<file path="src/rtl/mul10_sequencer.sv">
// Shift-and-add multiply sequencer for the 10-bit ALU.
// Steps an external ripple-carry adder through WIDTH iterations and
// accumulates a 2*WIDTH-bit unsigned product in {acc_hi, acc_lo}.
module mul10_sequencer #(
  parameter int WIDTH = 10,
  parameter int CNT_W = 4
) (
  input  logic               clk,
  input  logic               rst_n,
  input  logic               start,
  input  logic [WIDTH-1:0]   op_a,
  input  logic [WIDTH-1:0]   op_b,
  output logic               busy,
  output logic               done,
  output logic [2*WIDTH-1:0] product,
  output logic [WIDTH-1:0]   add_a,
  output logic [WIDTH-1:0]   add_b,
  output logic               add_cin,
  input  logic [WIDTH-1:0]   add_sum,
  input  logic               add_cout
);

  typedef enum logic [1:0] {
    IDLE = 2'd0,
    RUN  = 2'd1,
    DONE = 2'd2
  } state_t;

  localparam logic [CNT_W-1:0] LAST_ITER = CNT_W'(WIDTH - 1);

  state_t           state;
  state_t           state_nxt;
  logic             accept;
  logic [CNT_W-1:0] cnt;
  logic [WIDTH-1:0] mcand;
  logic [WIDTH-1:0] acc_hi;
  logic [WIDTH-1:0] acc_lo;

  // State register; reset mid-RUN simply drops back to IDLE with no done pulse.
  always_ff @(posedge clk or negedge rst_n) begin
    if (!rst_n) begin
      state <= IDLE;
    end else begin
      state <= state_nxt;
    end
  end

  // Next-state, handshake outputs and adder operand selection.
  always_comb begin
    state_nxt = state;
    accept    = 1'b0;
    busy      = 1'b0;
    done      = 1'b0;
    add_a     = '0;
    add_b     = '0;
    add_cin   = 1'b0;
    case (state)
      IDLE: begin
        if (start) begin
          accept    = 1'b1;
          state_nxt = RUN;
        end
      end
      RUN: begin
        busy  = 1'b1;
        add_a = acc_hi;
        // Multiplier LSB gates whether the multiplicand is added this step.
        add_b = acc_lo[0] ? mcand : '0;
        if (cnt == LAST_ITER) begin
          state_nxt = DONE;
        end
      end
      DONE: begin
        done = 1'b1;
        // A start seen here is taken immediately for back-to-back products.
        if (start) begin
          accept    = 1'b1;
          state_nxt = RUN;
        end else begin
          state_nxt = IDLE;
        end
      end
      default: begin
        state_nxt = IDLE;
      end
    endcase
  end

  // Operand capture on acceptance, then one shift-and-add step per RUN cycle.
  always_ff @(posedge clk or negedge rst_n) begin
    if (!rst_n) begin
      cnt    <= '0;
      mcand  <= '0;
      acc_hi <= '0;
      acc_lo <= '0;
    end else if (accept) begin
      cnt    <= '0;
      mcand  <= op_a;
      acc_hi <= '0;
      acc_lo <= op_b;
    end else if (state == RUN) begin
      // The adder carry-out becomes the new MSB, so the shift never overflows.
      cnt                    <= cnt + 1'b1;
      {acc_hi, acc_lo}       <= {add_cout, add_sum, acc_lo[WIDTH-1:1]};
    end
  end

  assign product = {acc_hi, acc_lo};

endmodule
</file>
<file path="config.mk">
export PLATFORM = sky130hd
export DESIGN_NAME = mul10_sequencer
export DESIGN_NICKNAME = d
export VERILOG_FILES = /design/src/rtl/mul10_sequencer.sv
export SDC_FILE = /design/constraint.sdc
export NUM_CORES = 1
export LEC_CHECK = 0
export CAP_MARGIN = 10
export CORE_ASPECT_RATIO = 0.7
export CORE_UTILIZATION = 42
export CTS_CLUSTER_SIZE = 24
export DETAILED_ROUTE_END_ITERATION = 7
export PLACE_DENSITY = 0.83
export REMOVE_ABC_BUFFERS = 1
export SYNTH_ARGS = -nofsm -noshare
export SYNTH_HDL_FRONTEND = slang
export SYNTH_SLANG_ARGS = --single-unit
</file>
<file path="constraint.sdc">
create_clock -name clk -period 2.5 [get_ports clk]
set_input_delay 0.5 -clock clk [delete_from_list [all_inputs] [get_ports clk]]
set_output_delay 0.5 -clock clk [all_outputs]
set_load 0.005 [all_outputs]
</file>
==> summary.md, run 1 <==
| Metric | Value |
|---|---|
| Post-CTS Resized | `0` |
| EDFF count, synth | `0` |
| Critical path's top delay family | `buffers and inverters` |
| Worst Path Max Fanout | `44` |
| Vias | `1,433` |
| Fraction of layout cells with a size suffix above 1 | `0.07950` |
| Fmax | `428.2 MHz` |
| Initial Utilization | `0.4380` |
| Num Clock Sinks | `36` |
| Worst setup slack after layout | `0.1646 ns` |
| Most frequent cell after synthesis | `nand2_1` |
| Max-slew violations | `0` |
| Synth area leader | `dfrtp_1` |
| Req. time, crit path | `2.00 ns` |
| WP buf/inv | `2` |
| CP max-delay cell | `clkdlybuf4s50_1` |
| Total CTS buffers | `5` |
| H-tree depth | `2` |
| DR WL/cell | `12.90 um` |
| Clock Root Buffer | `clkbuf_8` |
| Final clock skew | `0.003424 ns` |
| Die Y | `55.51 um` |
| Synth top area cells | `dfrtp_1 52%, nand2_1 9.8%, a22o_1 5.1%` |
| First-pass GRT wire length | `6472 um` |
| Routability cong. | `0.7301` |
| I/O Buffers | `75` |
| Final setup violation count | `0` |
| Arr. time, crit path | `1.84 ns` |
| Total Power | `3.016 mW` |
| Initial antenna violation count | `0` |
| Mean post-synth cell area | `10.29 um^2` |
| Top Layer Used | `met4` |
| Synthesis warning total | `0` |
| Worst path depth | `4` |
| Critical Path End Type | `output pin` |
| RSZ-0062 raised after global routing | `no` |
| Synthesis-stage register bit count | `36` |
| WHS | `0.2872 ns` |
| M1 WL | `1793 um` |
| Register area share after synthesis | `0.5244` |
| Ys async rst share | `1.000` |
| Grt total ovfl | `0` |
| Mapped cell area | `1718 um^2` |
| DR WL met3 | `192 um` |
| Relative slew slack | `0.4433` |
| Hpwl dp | `2554 um` |
| Initial DRC count | `71` |
| Reg2reg setup slack | `0.86 ns` |
| Fin nets | `275` |
| Num rows | `19` |
| Layout area overhead | `46.54%` |
| Post-synth top cells | `45 x nand2_1, 36 x dfrtp_1, 10 x a22o_1, 10 x and2_1, 10 x and3_1` |
| Max-cap violations | `0` |
| Antenna Violating Nets Remaining | `0` |
| Max VDD drop | `0.6857 mV` |
| Type of the worst setup path | `reg2out` |
| Initial DRT Pass Iterations | `4` |
| CTS Hold Buffers Added | `0` |
| Dpl ws | `0.4036 ns` |
| DR WL met2 | `1708 um` |
| Syn Inst Count | `167` |
| Vias in the first global route | `1,414` |
| IO Pins | `77` |
| Clk slew on worst S/H paths | `0.07 ns` |
| Routed wire length | `3755 um` |
| Final Cycle Share | `0.9342` |
| Antenna cells | `0` |
| Clk buf depth | `2` |
| Clock Latency Late Sink | `0.28 ns` |
| Final setup TNS | `0 ns` |
| Hold Vio Cnt, Final | `0` |
| Crit-path cells | `nand2b_4 > inv_8 > and3_1 > clkdlybuf4s50_1` |
| Worst Max-Slew Pin Slew | `0.8350 ns` |
| Startpoint types | `flip-flop` |
| Leak pwr | `1.135 nW` |
| Core region area | `3923 um^2` |
| Main synth FF type | `dfrtp_1` |
| Die W | `78.44 um` |
| Worst hold-check path type | `in2async` |
| Post-CTS setup buffer count | `0` |
| CP max stage delay | `0.49 ns` |
| CTS tree | `yes` |
| Via/cell ratio | `4.924` |
| Gr usage total | `0.1953` |
| Reg2Reg Depth | `4` |
| Post-synth cell types | `35` |
| # DRC | `0` |
| Synth top area share | `0.5244` |
| Full die area | `4354 um^2` |
| P per Cell Area | `1198 nW/um^2` |
| Min Tclk post-route | `2.335 ns` |
| Outcome | `finished, final reports clean` |
| Maximum number of pins on one net before global-route repair | `45` |
-- routing by layer --
| metal | up-vias | global-route usage |
|---|---|---|
| met5 | - | 0 |
| met1 | 688 | 0.2597 |
| li1 | 702 | - |
| met4 | 0 | 0.08730 |
| met2 | 35 | 0.2995 |
| met3 | 8 | 0.05289 |
-- cells by family (layout without fill, tap and decap cells) --
logic type	Yosys count	count (layout)	synth area share
AO/OA/AOI/OAI	23	23	0.1158
XOR/XNOR	1	1	0.005099
adder cells (fa/ha/maj)	2	2	0.01456
buffers and inverters	15	87	0.08448
flip-flops	36	36	0.5244
multiplexers	1	1	0.005827
other	1	1	0.002183
AND/OR/NAND/NOR	88	88	0.2476
-- stage by stage --
stage               instances  cell area (um^2)    util
finish                    291              2517  0.6418
global route              291              2517  0.6418
CTS                       291              2515  0.6411
detailed placement        284              2419  0.6166
global placement          284              2419  0.6166
floorplan                 154              1585       -
-- sequential cells by signal (all words and copies together) (netlist names) --
signal  cells
acc_lo     10
cnt         4
mcand      10
state       2
acc_hi     10
-- report_power, final --
group | switching (mW) | leakage [nW] | internal, mW
Clock | 0.189 | 0.0503 | 0.245
Sequential | 0.218 | 0.436 | 0.861
Combinational | 0.605 | 0.649 | 0.898
-- layout by cell type, fill, tap and decap left out, types with 2 or more instances in the layout --
cell	n
clkdlybuf4s50_1	74
nand2_1	45
dfrtp_1	36
and2_1	10
and3_1	10
a22o_1	10
nor2_1	8
clkbuf_8	7
nor3_1	4
o22ai_1	3
nand3_1	3
buf_4	3
a22oi_1	2
a31oi_1	2
o21ai_0	2
a31oi_2	2
ha_1	2
-- cell type report --
type,count,area [um^2]
Inverter,2,15.01
Sequential cell,36,900.9
Tap cell,52,65.06
Multi-Input combinational cell,116,671.9
Clock buffer,7,96.34
Fill cell,328,1405
Timing Repair Buffer,78,768.2
-- worst paths after layout --
kind | startpoint | end
setup / recovery | state[1] | add_b[3]
hold / removal | rst_n | mcand[4]
setup reg to reg | state[0] | acc_lo[2]
hold reg to reg | mcand[1] | mcand[1]
max in group asynchronous | rst_n | mcand[1]
min in group clk | mcand[1] | mcand[1]
Power figures use the tool's default switching activity.
==> run 2, diff against run 1 <==
--- a/config.mk
+++ b/config.mk
@@ -11,7 +11,6 @@
 export CTS_CLUSTER_SIZE = 24
 export DETAILED_ROUTE_END_ITERATION = 7
 export PLACE_DENSITY = 0.83
-export REMOVE_ABC_BUFFERS = 1
 export SYNTH_ARGS = -nofsm -noshare
 export SYNTH_HDL_FRONTEND = slang
 export SYNTH_SLANG_ARGS = --single-unit
==> summary.md, run 2 (same netlist as run 1, synthesis figures left out) <==
| Metric | Value |
|---|---|
| Placed Area | `2411 um^2` |
| Initial Utilization | `0.4380` |
| Antenna cells | `0` |
| Grt total ovfl | `0` |
| Vias | `1,407` |
| Initial DRT Pass Iterations | `4` |
| Antenna Violating Nets Remaining | `0` |
| Clock Latency Late Sink | `0.28 ns` |
| CTS tree | `yes` |
| Maximum number of pins on one net before global-route repair | `45` |
| Die Y | `55.51 um` |
| Largest regs | `acc_hi: 10 flops, acc_lo: 10 flops, mcand: 10 flops` |
| Final clock skew | `0.004505 ns` |
| Most frequent cells in the layout | `74 x clkdlybuf4s50_1, 45 x nand2_1, 36 x dfrtp_1` |
| # placed instances | `283` |
| Min Tclk post-route | `2.374 ns` |
| Num Clock Sinks | `36` |
| FILL cells | `346` |
| Critical Path End Type | `output pin` |
| Post-CTS Resized | `0` |
| Max VDD drop | `0.5182 mV` |
| CTS Hold Buffers Added | `0` |
| Type of the worst setup path | `reg2out` |
| P per Cell Area | `1189 nW/um^2` |
| Commonest non-fill, non-tap cell in the layout | `clkdlybuf4s50_1` |
| Max-cap violations | `0` |
| Final setup violation count | `0` |
| Multi-input combinational cell area | `671.9 um^2` |
| Num rows | `19` |
| Clk slew on worst S/H paths | `0.07 ns` |
| Fin nets | `274` |
| Arr. time, crit path | `1.87 ns` |
| Die W | `78.44 um` |
| Final setup TNS | `0 ns` |
| Vias in the first global route | `1,393` |
| Leak pwr | `1.124 nW` |
| Routed wire length | `3725 um` |
| Startpoint types | `flip-flop` |
| RSZ-0062 raised after global routing | `no` |
| Req. time, crit path | `2.00 ns` |
| Layout area overhead | `45.59%` |
| Initial antenna violation count | `0` |
| Initial DRC count | `112` |
| # DRC | `0` |
| Via/cell ratio | `4.835` |
| Finished Cell Area | `2501 um^2` |
| Register area | `900.9 um^2` |
| Hpwl dp | `2517 um` |
| Final Cycle Share | `0.9494` |
| Worst setup slack after layout | `0.1265 ns` |
| Fraction of layout cells with a size suffix above 1 | `0.07113` |
| IO Pins | `77` |
| Core region area | `3923 um^2` |
| Gr usage total | `0.1958` |
| Outcome | `finished, final reports clean` |
| Post-CTS setup buffer count | `0` |
| Total CTS buffers | `5` |
| Worst Path Max Fanout | `44` |
| Syn Nets | `203` |
| Worst hold-check path type | `in2async` |
| Routability cong. | `0.7480` |
| Non-Filler Instances | `291` |
| I/O Buffers | `75` |
| Clock Root Buffer | `clkbuf_8` |
| First-pass GRT wire length | `6479 um` |
| Relative slew slack | `0.4640` |
| Fmax | `421.3 MHz` |
| Worst Max-Slew Pin Slew | `0.8040 ns` |
| Hold Vio Cnt, Final | `0` |
| Dpl ws | `0.4326 ns` |
| H-tree depth | `2` |
| Full die area | `4354 um^2` |
| Clk buf depth | `2` |
| Max-slew violations | `0` |
| DR WL/cell | `12.80 um` |
[run 2: changes by cell type in the layout (fill, tap and decap cells not counted)]
cell	previous run	this run
buf_4	3	2
inv_8	1	0
clkbuf_1	0	2
clkbuf_8	7	6
inv_6	0	1
[run 2: layer usage]
| metal | GRT usage | up-vias | wire, um |
|---|---|---|---|
| li1 | - | 697 | - |
| met1 | 0.2697 | 667 | 1865 |
| met2 | 0.3008 | 38 | 1620 |
| met3 | 0.05289 | 5 | 204 |
| met4 | 0.06349 | 0 | 34 |
| met5 | 0 | - | 0 |
[run 2: worst max-delay path, cell delays in order, from the launching register on]
cell and delay, ns:
dfrtp_1 0.38, nand2b_4 0.23, inv_6 0.27, and3_1 0.21, clkdlybuf4s50_1 0.50
[run 2: path summary, 6_finish.rpt]
| kind | startpoint | end | slack (ns) | cells past startpoint |
|---|---|---|---|---|
| min | rst_n | acc_lo[2] | 0.29 | 1 |
| max | state[1] | add_b[5] | 0.13 | 4 |
| min in group clk | mcand[3] | mcand[3] | 0.47 | 2 |
| min reg2reg | mcand[3] | mcand[3] | 0.47 | 2 |
| max reg2reg | state[0] | mcand[8] | 0.90 | 4 |
| max in group asynchronous | rst_n | acc_hi[1] | 1.71 | 1 |
[run 2: cell type report]
cell class                 instances  area share
timing repair buffer              77      0.3042
sequential                        36      0.3602
multi-input combinational        116      0.2686
inverter                           2    0.005002
clock buffer                       8     0.03602
tap                               52     0.02601
[run 2: report_power, final]
| part | switching [mW] | internal, mW |
|---|---|---|
| combinational | 0.593 | 0.891 |
| clock | 0.189 | 0.225 |
| sequential | 0.216 | 0.861 |
| total | 0.998 | 1.98 |
[run 2: per-stage QoR]
step	util	total power, mW	hold WS [ns]
after CTS	0.6376	3.012	0.3194
after global placement	0.6147	2.549	0.4585
after global routing	0.6376	3.235	0.3595
after floorplan	-	1.869	0.2044
final	0.6376	2.974	0.2914
after detailed placement	0.6147	2.582	0.4595
